===== src/rtl/multi_digit_blob.sv =====
// N-digit decimal sprite renderer: double-dabble BCD conversion plus glyph ROM addressing.
// Optional leading-zero blanking via MULTI_DIGIT_BLOB_ZERO_BLANK_EN.
module multi_digit_blob #(
  parameter int          WIDTH       = 25,
  parameter int          HEIGHT      = 52,
  parameter int          GAP         = 3,
  parameter int          NUM_DIGITS  = 4,
  parameter int          VAL_W       = 14,
  parameter int          ADDR_W      = 14,
  parameter int          ROM_LATENCY = 2,
  parameter logic [23:0] COLOR       = 24'hFF_FF_FF
) (
  input  logic                    pixel_clk,
  input  logic                    reset,
  input  logic [VAL_W-1:0]        value,
  input  logic                    load,
  output logic                    busy,
  input  logic [10:0]             x,
  input  logic [9:0]              y,
  input  logic [10:0]             hcount,
  input  logic [9:0]              vcount,
  output logic [ADDR_W-1:0]       rom_addr,
  input  logic                    rom_data,
  output logic                    overlap,
  output logic [23:0]             pixel,
  output logic [4*NUM_DIGITS-1:0] digits
);

  localparam int DW         = 4 * NUM_DIGITS;
  localparam int CELL_PITCH = WIDTH + GAP;
  localparam int GLYPH_SIZE = WIDTH * HEIGHT;

  function automatic logic [63:0] pow10(input int n);
    logic [63:0] r;
    r = 64'd1;
    for (int i = 0; i < n; i++) r = r * 64'd10;
    return r;
  endfunction

  localparam logic [63:0] MAX_VAL = pow10(NUM_DIGITS) - 64'd1;

  typedef enum logic [1:0] {IDLE, CONV, COMMIT} state_t;

  state_t           state_reg, state_next;
  logic [VAL_W-1:0] shift_reg, shift_next;
  logic [DW-1:0]    bcd_reg, bcd_next;
  logic [DW-1:0]    digits_reg, digits_next;
  logic [DW-1:0]    bcd_adj;
  logic [5:0]       count_reg, count_next;
  logic             ovf_reg, ovf_next;
  logic             busy_reg, busy_next;

  // Double-dabble correction applied to every scratch nibble before each shift.
  genvar gi;
  generate
    for (gi = 0; gi < NUM_DIGITS; gi++) begin : g_adj
      assign bcd_adj[4*gi +: 4] = (bcd_reg[4*gi +: 4] >= 4'd5) ? bcd_reg[4*gi +: 4] + 4'd3
                                                                 : bcd_reg[4*gi +: 4];
    end
  endgenerate

  always_comb begin
    state_next  = state_reg;
    shift_next  = shift_reg;
    bcd_next    = bcd_reg;
    digits_next = digits_reg;
    count_next  = count_reg;
    ovf_next    = ovf_reg;
    busy_next   = busy_reg;
    case (state_reg)
      IDLE: begin
        if (load) begin
          shift_next = value;
          bcd_next   = '0;
          count_next = '0;
          ovf_next   = {{(64-VAL_W){1'b0}}, value} > MAX_VAL;
          busy_next  = 1'b1;
          state_next = CONV;
        end
      end
      CONV: begin
        shift_next = shift_reg << 1;
        bcd_next   = {bcd_adj[DW-2:0], shift_reg[VAL_W-1]};
        count_next = count_reg + 6'd1;
        if (count_reg == 6'(VAL_W - 1)) state_next = COMMIT;
      end
      COMMIT: begin
        digits_next = ovf_reg ? {NUM_DIGITS{4'h9}} : bcd_reg;
        busy_next   = 1'b0;
        state_next  = IDLE;
      end
      default: state_next = IDLE;
    endcase
  end

  // Geometry: per-cell box test and glyph address, all from the committed digits.
  logic [NUM_DIGITS-1:0] cell_hit;
  logic [NUM_DIGITS-1:0] cell_vis;
  logic [ADDR_W-1:0]     cell_addr [NUM_DIGITS];
  logic [10:0]           y_end;
  logic [9:0]            row_w;
  logic                  in_y;

  assign y_end = {1'b0, y} + 11'(HEIGHT);
  assign row_w = vcount - y;
  assign in_y  = (vcount >= y) && ({1'b0, vcount} < y_end);

`ifdef MULTI_DIGIT_BLOB_ZERO_BLANK_EN
  // A cell stays visible once any more-significant-or-equal nibble is nonzero.
  always_comb begin
    logic acc;
    acc      = 1'b0;
    cell_vis = '0;
    for (int k = 0; k < NUM_DIGITS; k++) begin
      acc         = acc | (digits_reg[DW-1-4*k -: 4] != 4'd0);
      cell_vis[k] = acc | (k == NUM_DIGITS - 1);
    end
  end
`else
  assign cell_vis = '1;
`endif

  generate
    for (gi = 0; gi < NUM_DIGITS; gi++) begin : g_cell
      logic [11:0] left_w;
      logic [11:0] col_w;
      logic [3:0]  nib_w;
      assign left_w         = {1'b0, x} + 12'(gi * CELL_PITCH);
      assign col_w          = {1'b0, hcount} - left_w;
      assign nib_w          = digits_reg[DW-1-4*gi -: 4];
      assign cell_hit[gi]   = ({1'b0, hcount} >= left_w) && ({1'b0, hcount} < left_w + 12'(WIDTH))
                              && in_y && cell_vis[gi];
      assign cell_addr[gi]  = ADDR_W'(32'(nib_w) * 32'(GLYPH_SIZE) + 32'(row_w) * 32'(WIDTH)
                                      + 32'(col_w));
    end
  endgenerate

  logic [ADDR_W-1:0] addr_next;
  logic              hit_next;

  always_comb begin
    addr_next = '0;
    for (int k = 0; k < NUM_DIGITS; k++) begin
      if (cell_hit[k]) addr_next = cell_addr[k];
    end
    hit_next = |cell_hit;
  end

  logic [ADDR_W-1:0]    rom_addr_reg;
  logic [ROM_LATENCY:0] hit_pipe_reg;
  logic                 overlap_reg;
  logic [23:0]          pixel_reg;

  always_ff @(posedge pixel_clk) begin
    if (reset) begin
      state_reg    <= IDLE;
      shift_reg    <= '0;
      bcd_reg      <= '0;
      digits_reg   <= '0;
      count_reg    <= '0;
      ovf_reg      <= 1'b0;
      busy_reg     <= 1'b0;
      rom_addr_reg <= '0;
      hit_pipe_reg <= '0;
      overlap_reg  <= 1'b0;
      pixel_reg    <= '0;
    end else begin
      state_reg       <= state_next;
      shift_reg       <= shift_next;
      bcd_reg         <= bcd_next;
      digits_reg      <= digits_next;
      count_reg       <= count_next;
      ovf_reg         <= ovf_next;
      busy_reg        <= busy_next;
      rom_addr_reg    <= addr_next;
      hit_pipe_reg[0] <= hit_next;
      for (int i = 1; i <= ROM_LATENCY; i++) hit_pipe_reg[i] <= hit_pipe_reg[i-1];
      overlap_reg     <= hit_pipe_reg[ROM_LATENCY];
      pixel_reg       <= (hit_pipe_reg[ROM_LATENCY] && rom_data) ? COLOR : 24'h0;
    end
  end

  assign busy     = busy_reg;
  assign rom_addr = rom_addr_reg;
  assign overlap  = overlap_reg;
  assign pixel    = pixel_reg;
  assign digits   = digits_reg;

endmodule


===== config.mk =====
export PLATFORM = sky130hd
export DESIGN_NAME = multi_digit_blob
export DESIGN_NICKNAME = d
export VERILOG_FILES = /design/src/rtl/multi_digit_blob.sv
export SDC_FILE = /design/constraint.sdc
export NUM_CORES = 1
export LEC_CHECK = 0
export ABC_AREA = 1
export CORE_ASPECT_RATIO = 1.4
export CORE_MARGIN = 8
export CORE_UTILIZATION = 55
export DETAILED_ROUTE_END_ITERATION = 8
export GPL_ROUTABILITY_DRIVEN = 0
export PLACE_DENSITY_LB_ADDON = 0.1
export SKIP_CTS_REPAIR_TIMING = 1
export SLEW_MARGIN = 30
export SYNTH_ARGS = -nofsm -noshare
export SYNTH_HDL_FRONTEND = slang
export SYNTH_SLANG_ARGS = --single-unit

===== constraint.sdc =====
create_clock -name pixel_clk -period 7.1 [get_ports pixel_clk]
set_input_delay 1.42 -clock pixel_clk [delete_from_list [all_inputs] [get_ports pixel_clk]]
set_output_delay 1.42 -clock pixel_clk [all_outputs]
set_load 0.02 [all_outputs]

==> results <==
[how the worst min path moves through the flow]
stage               startpoint  slack, ns              end  cells after the start
2_1_floorplan  hit_pipe_reg[0]       0.39  hit_pipe_reg[1]                      2
3_3_place_gp   hit_pipe_reg[0]       0.39  hit_pipe_reg[1]                      2
3_5_place_dp   hit_pipe_reg[0]       0.39  hit_pipe_reg[1]                      2
4_1_cts        hit_pipe_reg[0]       0.41  hit_pipe_reg[1]                      2
5_1_grt        hit_pipe_reg[1]       0.44  hit_pipe_reg[2]                      2
6_report       hit_pipe_reg[0]       0.41  hit_pipe_reg[1]                      2
[cells in the final DEF, fill, tap and decap left out, types with 15 or more instances in the layout]
| cell type | count |
|---|---|
| nand2_1 | 392 |
| fa_1 | 40 |
| ha_1 | 216 |
| nor3_1 | 19 |
| xor2_1 | 108 |
| nor2_1 | 112 |
| nand3_1 | 116 |
| clkdlybuf4s50_1 | 112 |
| inv_1 | 292 |
| buf_4 | 128 |
| o21bai_1 | 17 |
| a21o_1 | 20 |
| o21ai_0 | 64 |
| a21oi_1 | 144 |
| nand4_1 | 23 |
| a31oi_1 | 15 |
| dfxtp_1 | 75 |
| xnor2_1 | 54 |
[metrics by stage]
| stage | hold WS (ns) | worst slack [ns] |
|---|---|---|
| floorplan | 0.3883 | 0.1285 |
| global placement | 0.3914 | -0.4035 |
| detailed placement | 0.3940 | -0.4437 |
| CTS | 0.4146 | -0.1286 |
| global route | 0.4435 | -0.2088 |
| finish | 0.4140 | 0.2425 |
[area by class of cell]
class	instances	area, um^2	area share [%]
clock buffer	11	242.7	1.502
clock inverter	5	37.54	0.2323
inverter	307	1159	7.171
tap	310	387.9	2.401
multi-input combinational	1498	10670	66.04
timing repair buffer	245	2158	13.36
sequential	75	1501	9.293
[worst min-delay path, cell delays in order, from the launching register on]
cell	delay, ns
dfxtp_1	0.30
inv_1	0.04
nor2_1	0.03
[metal layers]
metal / GRT usage [%] / vias to the layer above / part of all wire (%)
li1: - / 6750 / -
met1: 28.85 / 6263 / 39
met2: 48.55 / 466 / 50
met3: 2.053 / 148 / 4.3
met4: 17.39 / 0 / 7.3
met5: 0 / - / 0
[logic make-up (layout without fill, tap and decap cells)]
group	count (synthesis)	after routing	synth area share (%)
AND/OR/NAND/NOR	719	719	23.32
adder cells (fa/ha/maj)	269	269	27.60
buffers and inverters	358	568	11.48
flip-flops	75	75	11.26
XOR/XNOR	172	172	11.35
AO/OA/AOI/OAI	338	338	14.99
==> results.md <==
* Asr flop ratio synth at 0%
* Final instance area at between 15,000 and 20,000 um^2
* Fillers at between 2,000 and 2,500
* Worst path max stage delay at 0.61 ns
* Sequential area share after synthesis at a little under an eighth
* Syn avg cell area at between 6 and 7 um^2
* #FFs+latches synth at 75
* First-pass GRT wire length at around 64 mm
* Achievable Freq at about 150 MHz
* Vias per inst at approximately 5.6
* CP Buf/Inv Count at 6
* Pin count of the biggest net entering global routing at 56
* Routed WL per cell at between 15 and 20 um
* Die width at between 100 and 150 um
* Critical path class: input port to register
* Num Clock Sinks at 75
* Post-Syn Area at around 13,000 um^2
* Final #Nets at 2,465
* Clock transition at path regs at approximately 0.070 ns
* Synthesis-to-finish area growth at 21.13%
* Crit path launch type: input port
* PortBufs at about 120
* Worst Setup EP: rom_addr[8]
* Maximum buffer depth of the clock tree at 2
* CP Data Required Time at ~7.3 ns
* Tcrit/Tclk final at between 90% and 100%
* Setup TNS at 0 ns
* Via Count at approximately 14,000
* Status: complete, no violations
* Final count of hold timing violations at 0
* Yosys top cell area share at between 20% and 30%
* Drt initial violations at 648
* Most used DFF post-synth: dfxtp_1
* Clk_lat worst skew at ~0.35 ns
* Arr. time, crit path at approximately 7 ns
* HP Class: register to register
* Post-Syn Instances at slightly below 2,000
* Die H at ~200 um
* Pre-Repair DR Iteration Count at 5
* Placed cells at 2,433
* Dominant cell type by area after synthesis: ha_1
* R2R setup slack at approximately 3.2 ns
* Row cnt at between 60 and 70
* Slew Limit Headroom at between 40% and 50%
* Antenna viol nets, final at 0
* Worst path depth at 27
* Final cell count without fillers at between 2,000 and 2,500
* MaxCap Viol Count at 0
* TritonCTS clock tree: built
* Share of post-route cells with drive strength above 1 at between 10% and 20%
* Post-DP Area at between 15,000 and 20,000 um^2
* Yosys cell types at 60
* Yosys warnings at 0
* Worst reg-to-reg path cell count at 15
* CTS Buf Count at 9
* Core footprint at between 20,000 and 25,000 um^2
* Syn_nets at approximately 2,300
* Final core utilization at 67.63%
* CP Launch Point: y[2]
* Synth top area cells: ha_1 21%, dfxtp_1 11%, nand2_1 11%
* Critical R2R Capture: rom_addr[11]
* Commonest cells post-synth: 393 x nand2_1, 297 x inv_1, 227 x ha_1, 155 x a21oi_1
* Routed wire length at between 40 and 50 mm
* Dpl hpwl at between 30 and 40 mm
* EDFF count, synth at 0
* Critical path peak fanout at 5
* Clock Skew at roughly 0.012 ns
* Final number of max-transition violations at 0
* CP max-delay cell: fa_2
* Top Family by Delay on Critical Path: adder cells
* Die ar. at roughly 30,000 um^2
* Endpoints failing setup at 0
* Least-Margin Pin Slew at between 0.7 and 0.8 ns
* Residual DRC at 0
* Antenna cell count at 0
* R2r startpoint: digits[1]
* Cell with the most instances after synthesis: nand2_1
* Total grt overflow at 0
* # IOs at 116
* Critical Path End Type: register
* Vias in the first global route at ~13,000
* Total track usage at 26.63%
* Antenna violations before repair at 0
* Tmin final at ~6.9 ns
* H-tree depth at 3
* Root buffer cell: clkbuf_16
* Initial Util at 55.83%
Power of run 1 is left out: the tool's default activity adds up to more than one toggle a clock period on the data nets, which glitch-free logic cannot reach.
